**config.mk**
```make
export PLATFORM = sky130hd
export DESIGN_NAME = inst_fetch_unit
export DESIGN_NICKNAME = d
export VERILOG_FILES = /design/src/rtl/inst_fetch_unit.sv
export SDC_FILE = /design/constraint.sdc
export NUM_CORES = 1
export LEC_CHECK = 0
export CAP_MARGIN = 25
export CELL_PAD_IN_SITES_DETAIL_PLACEMENT = 0
export CELL_PAD_IN_SITES_GLOBAL_PLACEMENT = 1
export CORE_UTILIZATION = 32
export CTS_CLUSTER_SIZE = 14
export DETAILED_ROUTE_END_ITERATION = 10
export HOLD_SLACK_MARGIN = 0.03
export PLACE_DENSITY = 0.75
export SLEW_MARGIN = 15
export SYNTH_ARGS = -nofsm -noshare
export SYNTH_HDL_FRONTEND = slang
export SYNTH_SLANG_ARGS = --single-unit
```
**constraint.sdc**
```tcl
create_clock -name clk -period 2.3 [get_ports clk]
set_input_delay 0.575 -clock clk [delete_from_list [all_inputs] [get_ports clk]]
set_output_delay 0.575 -clock clk [all_outputs]
set_load 0.005 [all_outputs]
```
**src/rtl/inst_fetch_unit.sv**
```systemverilog
// Instruction fetch unit: owns the program counter, issues one instruction
// memory request at a time, and hands each fetched word (with its PC and
// PC+4) to decode over a valid/ready handshake. Redirects replace the PC and
// may leave one stale memory response to be squashed. Fetch stops for good
// once the halt instruction is accepted downstream.
module inst_fetch_unit #(
    parameter logic [31:0] RESET_PC  = 32'h0000_0000,
    parameter logic [31:0] HALT_INST = 32'h0000_000C
) (
    input  logic        clk,
    input  logic        rst,
    output logic        imem_req,
    output logic [31:0] imem_addr,
    input  logic        imem_rvalid,
    input  logic [31:0] imem_rdata,
    output logic [31:0] inst,
    output logic [31:0] inst_pc,
    output logic [31:0] inst_pc_plus4,
    output logic        inst_valid,
    input  logic        inst_ready,
    input  logic        redirect,
    input  logic [31:0] redirect_pc,
    output logic        halted,
    output logic [31:0] fetch_count
);

    localparam logic [31:0] PC_MASK = 32'hFFFF_FFFC;

    typedef enum logic [1:0] {
        FETCH  = 2'd0,
        HOLD   = 2'd1,
        HALTED = 2'd2
    } state_t;

    state_t      r_state;
    logic [31:0] r_pc;
    logic [31:0] r_reqAddr;
    logic        r_squash;
    logic        r_inReset;
    logic [31:0] r_inst;
    logic [31:0] r_instPc;
    logic [31:0] r_instPcPlus4;
    logic [31:0] r_fetchCount;

    state_t      w_stateNext;
    logic [31:0] w_pcNext;
    logic        w_squashNext;
    logic        w_capture;
    logic        w_accept;
    logic [31:0] w_redirectAligned;
    logic        w_holdAddr;

    assign w_redirectAligned = redirect_pc & PC_MASK;

    // While a request is outstanding its address must stay put, even if the
    // PC has already been redirected underneath it.
    assign w_holdAddr = (r_state == FETCH) && !imem_rvalid;

    // Next-state, next-PC and squash decisions for the fetch handshake.
    always_comb begin
        w_stateNext  = r_state;
        w_pcNext     = r_pc;
        w_squashNext = r_squash;
        w_capture    = 1'b0;
        w_accept     = 1'b0;
        case (r_state)
            FETCH: begin
                if (imem_rvalid) begin
                    if (redirect) begin
                        w_pcNext     = w_redirectAligned;
                        w_squashNext = 1'b0;
                    end else if (r_squash) begin
                        w_squashNext = 1'b0;
                    end else begin
                        w_capture   = 1'b1;
                        w_stateNext = HOLD;
                    end
                end else if (redirect) begin
                    w_pcNext     = w_redirectAligned;
                    w_squashNext = 1'b1;
                end
            end
            HOLD: begin
                if (redirect) begin
                    w_pcNext    = w_redirectAligned;
                    w_stateNext = FETCH;
                end else if (inst_ready) begin
                    w_accept = 1'b1;
                    if (r_inst == HALT_INST) begin
                        w_stateNext = HALTED;
                    end else begin
                        w_pcNext    = r_pc + 32'd4;
                        w_stateNext = FETCH;
                    end
                end
            end
            HALTED: begin
                w_stateNext = HALTED;
            end
            default: begin
                w_stateNext = FETCH;
            end
        endcase
    end

    // State, PC, request address and presented-instruction registers.
    // A reset that lands while a request is in flight (and not in a run of
    // back-to-back reset cycles) marks the late response as stale.
    always_ff @(posedge clk) begin
        if (rst) begin
            r_state       <= FETCH;
            r_pc          <= RESET_PC & PC_MASK;
            r_reqAddr     <= RESET_PC & PC_MASK;
            r_squash      <= !r_inReset && (r_state == FETCH) && !imem_rvalid;
            r_inReset     <= 1'b1;
            r_inst        <= 32'd0;
            r_instPc      <= 32'd0;
            r_instPcPlus4 <= 32'd0;
            r_fetchCount  <= 32'd0;
        end else begin
            r_state   <= w_stateNext;
            r_pc      <= w_pcNext;
            r_squash  <= w_squashNext;
            r_inReset <= 1'b0;
            if (!w_holdAddr) begin
                r_reqAddr <= w_pcNext;
            end
            if (w_capture) begin
                r_inst        <= imem_rdata;
                r_instPc      <= r_pc;
                r_instPcPlus4 <= r_pc + 32'd4;
            end
            if (w_accept) begin
                r_fetchCount <= r_fetchCount + 32'd1;
            end
        end
    end

    assign imem_req      = (r_state == FETCH) && !rst;
    assign imem_addr     = r_reqAddr;
    assign inst          = r_inst;
    assign inst_pc       = r_instPc;
    assign inst_pc_plus4 = r_instPcPlus4;
    assign inst_valid    = (r_state == HOLD);
    assign halted        = (r_state == HALTED);
    assign fetch_count   = r_fetchCount;

endmodule

```
# Word-level counts from Yosys, hierarchy flattened
# Index checks and enable logic that the tools add are counted.
# word_totals
regBits	196
elab_cells	54
output_inout_bits	163
mem_bits_ro	0
inputBits	69
memories	0
latchBits	0
ramBits	0
# op_classes
shift	0
n_reduce_logical	12
n_lt_le_gt_ge	0
add_sub_neg	2
n_eq_ne	7
n_div	0
multipliers	0
n_mux	24
bitwise_logic	0
# op_table
cell	count
$mux W32	4
$pmux W32 S2	1
$add A32 B1 Y32 const B	1
$add A32 B3 Y32 const B	1
$eq A32 B4 Y1 const B	1
$mux W1	12
$mux W2	6
$ne A2 B2 Y1 const B	3
$pmux W2 S3	1
$logic_and A1 B1 Y1	4
$reduce_and A4 Y1	1
$logic_not A1 Y1	3
$ne A3 B1 Y1 const B	1
$reduce_bool A3 Y1	1
$eq A2 B1 Y1 const B	1
$eq A2 B2 Y1 const B	1
$logic_not A2 Y1	1
$reduce_and A2 Y1	1
$reduce_bool A2 Y1	1

# Depth between registers and ports, before layout
# Gate-level depths: netlist of the first run.
# logic_depth
word_depth	5
ltp_mapped	9
depth_no_buf	7

# Worst setup path after synthesis of the first run
# Ideal clock, no wire load.
# synth_path
kind	input-to-reg
from	input inst_ready
to	register r_fetchCount[24] (netlist: fetch_count[24])
path_slack_ps	65
t_required_ps	2172
cell_stages	8
t_arrival_ps	2108
setup_ps	128
path_buffers	2
path_cell_list	buf_4 -> nand4bb_4 -> or4_1 -> buf_2 -> nor3_1 -> and3_1 -> xnor2_1 -> nor2_1
# synth_between
elab_chain_cells	3
# synth_rtl
element	line_no	rtl
from (decl)	20	input logic inst_ready,
$mux W1	87	end else if (inst_ready) begin
$mux W1	84	if (redirect) begin
$mux W1	66	case (r_state)
to (signal assigned)	134	r_fetchCount <= r_fetchCount + 32'd1;
to (decl)	43	logic [31:0] r_fetchCount;
# No other way between the ends.
# A chain may end at the register's enable or synchronous reset.

# Worst setup path after layout of the first run
# layout_path
from	register r_state[0]
to	output halted
# layout_between
elab_chain_cells	1
# layout_rtl
element	line_no	rtl
from (decl)	35	state_t r_state;
from (signal assigned)	121	r_state <= w_stateNext;
$eq A2 B2 Y1	145	assign halted = (r_state == HALTED);
to (decl)	23	output logic halted,
# No other way between the ends.

==> flow_metrics.tcl, run 1 <==
set metrics [dict create \
    status "finished with violations" \
    violations "DRC" \
    clk_path_buf_depth 2 \
    via_per_inst 5.03 \
    fmax_mhz 449 \
    peakVddDrop_uv 448 \
    wl_um 29500 \
    critPathKind "reg -> out" \
    drt_iter0_markers 639 \
    slew_violations 0 \
    port_buffers 229 \
    synth_ff_type "dfxtp_1" \
    ctsHtreeMaxLevel 4 \
    synth-edff-count 1 \
    dr.pass1.iters 8 \
    post-cts-setup-buffers 0 \
    hold_ws_ps 454 \
    layout-drive-gt1-share_pct 16.5 \
    row_count 59 \
    hold_viol_final 0 \
    critPathSlowestCell "clkdlybuf4s50_1" \
    die_h_um 166 \
    synth.top_cell.area_share_pct 45.0 \
    clkSlewWorstSetupHoldPaths_ps 80 \
    period_needed_ps 2230 \
    met2_usage_pct 35.2 \
    numCtsBuffers 17 \
    antenna_cells 0 \
    fill_cells 2524 \
    powerDensity_mw_per_mm2 627 \
    chipWidth_um 166 \
    cts_tree "built" \
    max_stage_delay_ps 510 \
    cp_data_arrival_time_ps 1650 \
    slew-limit-headroom_pct 62.5 \
    synth_nets 1101 \
    track_usage_pct 21.4 \
    clock_latency_ps 450 \
    synthTopCellsByArea "dfxtp_1 (45%), nand2_1 (7.9%), nor2_1 (5.7%)" \
    crit_required_ps 1730 \
    antenna_found_initial 0 \
    areaGrowthSynthToFinish_pct 47.8 \
    final_nets 1396 \
    wl_per_cell_um 17.7 \
    global_route.overflow_total 0 \
    yosysWarningCount 0 \
    finalCritPeriodShare_pct 96.9 \
    crit_family "buffers and inverters" \
    fin_skew_ps 11.2 \
    grt_max_degree 79 \
    cts_sinks 194 \
    final_cells 1673 \
    worstPathMaxFanout 15 \
    vias 8411 \
    die_area_mm2 0.0275 \
    cts_root_buffer "clkbuf_16" \
    met3_usage_pct 5.70 \
    dpl_cell_area_mm2 0.0119 \
    grt_pass1_wl_um 46000 \
    busiest_layer "met2" \
    setup_viol 0 \
    tns_ps 0 \
    drc 12 \
    netlist_instances 1030 \
    dpl.cell_count 1641 \
    yosysSeqAreaShare_pct 45.3 \
    maxCapViolCount 0 \
    crit_chain "buf_6 > nor2_4 > clkdlybuf4s50_1" \
    tightest_slew_ps 557 \
    num_io_pins 232 \
    synth_seq_cells 194 \
    place.gp.congestion 0.915 \
    final_antenna_net_count 0 \
    start_kind "flop" \
    synth_largest_area_cell "dfxtp_1" \
    p_leak_nw 4.57 \
    hp-class "reg -> reg" \
    syn_area_mm2 0.00859 \
    dp.final_hpwl_um 22100 \
    synthesis.area_per_instance_um2 8.34 \
    ys_async_sr_fraction_pct 0 \
    path_buf_inv 2 \
    finish.instance_area_mm2 0.0127 \
    rsz0062_at_grt "no" \
    initial_core_util_pct 32.8 \
    core_mm2 0.0262 \
    critPathCaptureType "primary output" \
    synth_cell_types 70 \
    met1_usage_pct 27.0 \
    grt_pass1_vias 8139 \
]
where the power goes:
group	internal, W	switching [W]
Sequential	0.00350	0.000109
Clock	0.00168	0.00154
Combinational	0.000587	0.000539
cell usage in the layout (no fill, tap or decap), drive strengths merged, types with 4 or more instances in the layout:
cell / count
nor3: 20
clkdlybuf4s50: 226
o21ai: 14
a222oi: 5
xor2: 24
buf: 137
xnor2: 37
a22o: 4
nor3b: 5
nand2: 181
nor2b: 5
inv: 19
nor4: 23
nand2b: 5
or2: 4
dfxtp: 193
a31oi: 10
or3: 4
and3: 12
clkbuf: 17
and4: 11
a311oi: 8
or4: 5
clkinv: 6
a21oi: 95
nor2: 132
nand4: 19
a221oi: 4
nand3: 25
a211oi: 48
synth_stat cells (3+ instances only):
master    count
a211oi_1     48
a21o_1        3
a21oi_1      95
a221oi_1      3
a222oi_1      5
a22o_1        4
a22oi_1       3
a311oi_1      8
a31oi_1      10
and3_1       12
and4_1        7
buf_2         9
buf_4         6
buf_6         8
clkbuf_1     55
clkbuf_8      6
dfxtp_1     193
inv_1        13
nand2_1     180
nand2b_1      5
nand3_1      25
nand4_1      18
nor2_1      130
nor2b_1       5
nor3_1       19
nor3b_1       5
nor4_1       18
nor4_2        4
o211ai_1      3
o21ai_0      12
o311a_1       3
o31ai_1       3
or3_1         4
or4_1         4
xnor2_1      37
xor2_1       24
metrics by stage:
stage | util (%) | total power [W] | setup WS (ps)
after floorplan | - | 0.00416 | 64.7
after global placement | 45.4 | 0.00479 | -518
after detailed placement | 45.4 | 0.00480 | -553
after CTS | 48.0 | 0.00800 | 9.73
after global routing | 48.5 | 0.00828 | 2.07
final | 48.5 | 0.00796 | 71.5
layer usage:
layer	routed length (um)	vias to the layer above	part of all wire, %
met2	14000	264	47
met5	0	-	0
met1	12900	3924	44
met4	799	0	2.7
li1	-	4177	-
met3	1860	46	6.3
worst paths after layout:
| kind | startpoint | end | slack, ps | cells past startpoint |
|---|---|---|---|---|
| worst min register to register | inst_pc[28]$_SDFFE_PP0P_ | inst_pc[28]$_SDFFE_PP0P_ | 450 | 2 |
| worst max-delay path | r_state[0]$_SDFFE_PP0P_ | halted | 70 | 3 |
| worst max register to register | r_pc[5]$_SDFF_PP0_ | imem_addr[27]$_SDFFE_PP0N_ | 120 | 6 |
| worst min-delay path | inst_pc[28]$_SDFFE_PP0P_ | inst_pc[28]$_SDFFE_PP0P_ | 450 | 2 |
state kept, by name (all words and copies together), names as in the netlist:
signal,flops
r_inReset,1
inst_pc_plus4,30
fetch_count,32
r_squash,1
r_state,2
imem_addr,32
r_pc,32
inst,32
inst_pc,32
what timing repair did:
| item | 4_1_cts | 5_1_grt |
|---|---|---|
| endpoints found under the setup margin | 10 | 47 |
| hold endpoints to repair | 0 | 0 |
| gates resized for setup | 11 | 26 |
| pin swaps | 0 | 6 |
| hold buffers | 0 | 0 |
kinds of logic (layout without fill, tap and decap cells):
logic type | count (synthesis) | in the layout | synth area share (%)
buffers and inverters | 102 | 410 | 6.74
and+or+nand+nor | 458 | 458 | 25.4
xor gates and xnor gates | 61 | 61 | 6.22
adders and majority gates | 2 | 2 | 0.291
DFF | 194 | 194 | 45.3
AOI/OAI and AO/OA | 212 | 212 | 15.9
muxes | 1 | 1 | 0.131
area by class of cell:
class	count	area (um^2)	share of cell area [%]
clock buffers	17	425	3.35
clock inverters	15	215	1.69
inverters	13	48.8	0.384
multi-input cells	734	4270	33.6
flip-flops and latches	194	3900	30.7
well taps	335	419	3.30
repair buffers	365	3420	26.9
worst register-to-register path, delay by kind of cell (launching register included):
kind / cells / cell delay, ps
DFF: 1 / 430
AOI/OAI and AO/OA: 2 / 460
and+or+nand+nor: 4 / 1160
(Power assumes the default switching activity.)
==> run 2: changes to the inputs <==
CORE_MARGIN = 2   (was unset)
==> flow_metrics.tcl, run 2 (synthesized netlist as in run 1, its figures left out) <==
set metrics [dict create \
    final_nets 1401 \
    finalCritPeriodShare_pct 97.3 \
    status "completed" \
    final_util_pct 48.7 \
    grt_pass1_wl_um 46100 \
    final_antenna_net_count 0 \
    antenna_cells 0 \
    areaGrowthSynthToFinish_pct 48.5 \
    cts_root_buffer "clkbuf_16" \
    hp-class "reg -> reg" \
    powerDensity_mw_per_mm2 618 \
    crit_start "r_pc[5]$_SDFF_PP0_" \
    tns_ps 0 \
    fill_cells 2540 \
    reg2reg_slack_ps 60 \
    clk_path_buf_depth 2 \
    core_mm2 0.0262 \
    initial_core_util_pct 32.8 \
    ctsHtreeMaxLevel 4 \
    peakVddDrop_uv 556 \
    critPathKind "reg -> reg" \
    clock_latency_ps 440 \
    hold_end "inst_pc[3]$_SDFFE_PP0P_" \
    reg2reg_to "imem_addr[27]$_SDFFE_PP0N_" \
    chipWidth_um 168 \
    tightest_slew_ps 682 \
    die_area_mm2 0.0282 \
    cp_data_arrival_time_ps 2530 \
    cts_sinks 194 \
    mostFrequentLayoutCell "clkdlybuf4s50_1" \
    layout-drive-gt1-share_pct 17.3 \
    start_kind "flop" \
    met1_usage_pct 27.1 \
    wl_per_cell_um 18.0 \
    hold_depth 2 \
    numCtsBuffers 17 \
    mostFrequentLayoutCells "clkdlybuf4s50_1 (224), dfxtp_1 (189), nand2_1 (178)" \
    track_usage_pct 21.0 \
    dr.pass1.iters 5 \
    port_buffers 229 \
    slew-limit-headroom_pct 54.5 \
    total_power_w 0.00788 \
    clkSlewWorstSetupHoldPaths_ps 70 \
    vias 8478 \
    hold_viol_final 0 \
    via_per_inst 5.05 \
    crit_required_ps 2590 \
    worstPathMaxFanout 5 \
    fin_skew_ps 13.1 \
    antenna_found_initial 0 \
    reg2regPathDepth 6 \
    p_leak_nw 4.65 \
    regArea_mm2 0.00390 \
    met3_usage_pct 5.03 \
    period_needed_ps 2240 \
    busiest_layer "met2" \
    wl_um 30200 \
    global_route.overflow_total 0 \
    die_h_um 168 \
    num_io_pins 232 \
    grt_pass1_vias 8137 \
    multi_input_area_mm2 0.00432 \
    cts_tree "built" \
    place.gp.congestion 0.918 \
    grt_max_degree 142 \
    fmax_mhz 447 \
    drc 0 \
    maxCapViolCount 0 \
    hold_start "inst_pc[3]$_SDFFE_PP0P_" \
    setup_viol 0 \
    drt_iter0_markers 583 \
    slew_violations 0 \
    row_count 59 \
    critPathCaptureType "flop" \
    met2_usage_pct 34.5 \
    dp.final_hpwl_um 22400 \
    r2r-start "r_pc[5]$_SDFF_PP0_" \
]
[run 2: changes by cell type in the layout (fill, tap and decap cells not counted), moves of 3 or more]
cell	before	now
buf_4	127	132
clkinv_8	4	0
inv_6	1	6
nor3_2	4	1
nor3_4	0	3
[run 2: repair_timing]
action / in CTS / in global routing
pin swaps: 4 / 7
setup endpoints to repair: 12 / 55
hold buffers: 0 / 0
gates resized for setup: 18 / 33
setup buffers: 0 / 1
gates cloned: 1 / 0
[run 2: layer usage]
layer  vias to the layer above  wire length [um]  share of wire (%)
li1                       4190                 -                  -
met1                      3972             13200                 44
met2                       270             14200                 47
met3                        46              1980                6.5
met4                         0               818                2.7
met5                         -                 0                  0
[run 2: how the worst max path moves through the flow]
stage	end	slack, ps	cells past startpoint
after global routing	imem_addr[23]$_SDFFE_PP0N_	-60	9
after floorplan	fetch_count[24]$_SDFFE_PP0P_	60	8
after detailed placement	fetch_count[28]$_SDFFE_PP0P_	-530	7
after global placement	fetch_count[24]$_SDFFE_PP0P_	-510	7
final	imem_addr[27]$_SDFFE_PP0N_	60	6
after CTS	fetch_count[29]$_SDFFE_PP0P_	-2	7
[run 2: through the flow]
step                      worst slack [ps]  hold slack [ps]  std cells  area [um^2]
after detailed placement              -531              447       1644        11900
final                                 63.2              455       1678        12800
after CTS                            -1.84              457       1677        12600
after floorplan                       64.7              441       1030         8590
after global routing                 -57.4              470       1678        12800
after global placement                -513              442       1644        11900
[run 2: power breakdown]
group	switching, W	internal [W]
Clock	0.00145	0.00168
Combinational	0.000542	0.000593
Sequential	0.000113	0.00350
Total	0.00211	0.00577
[run 2: layout make-up]
cell class	count	share of cell area [%]
clock buffer	19	3.47
multi-input combinational	734	33.9
clock inverter	13	1.25
timing repair buffer	370	27.1
tap	335	3.29
sequential	194	30.6
inverter	13	0.402
[run 2: worst max-delay path: stages (launching register included)]
cell and delay (ps):
dfxtp_1 470, and4_2 290, nand2_2 60, or4_4 580
o311a_1 370, nor3_2 220, a211oi_1 100
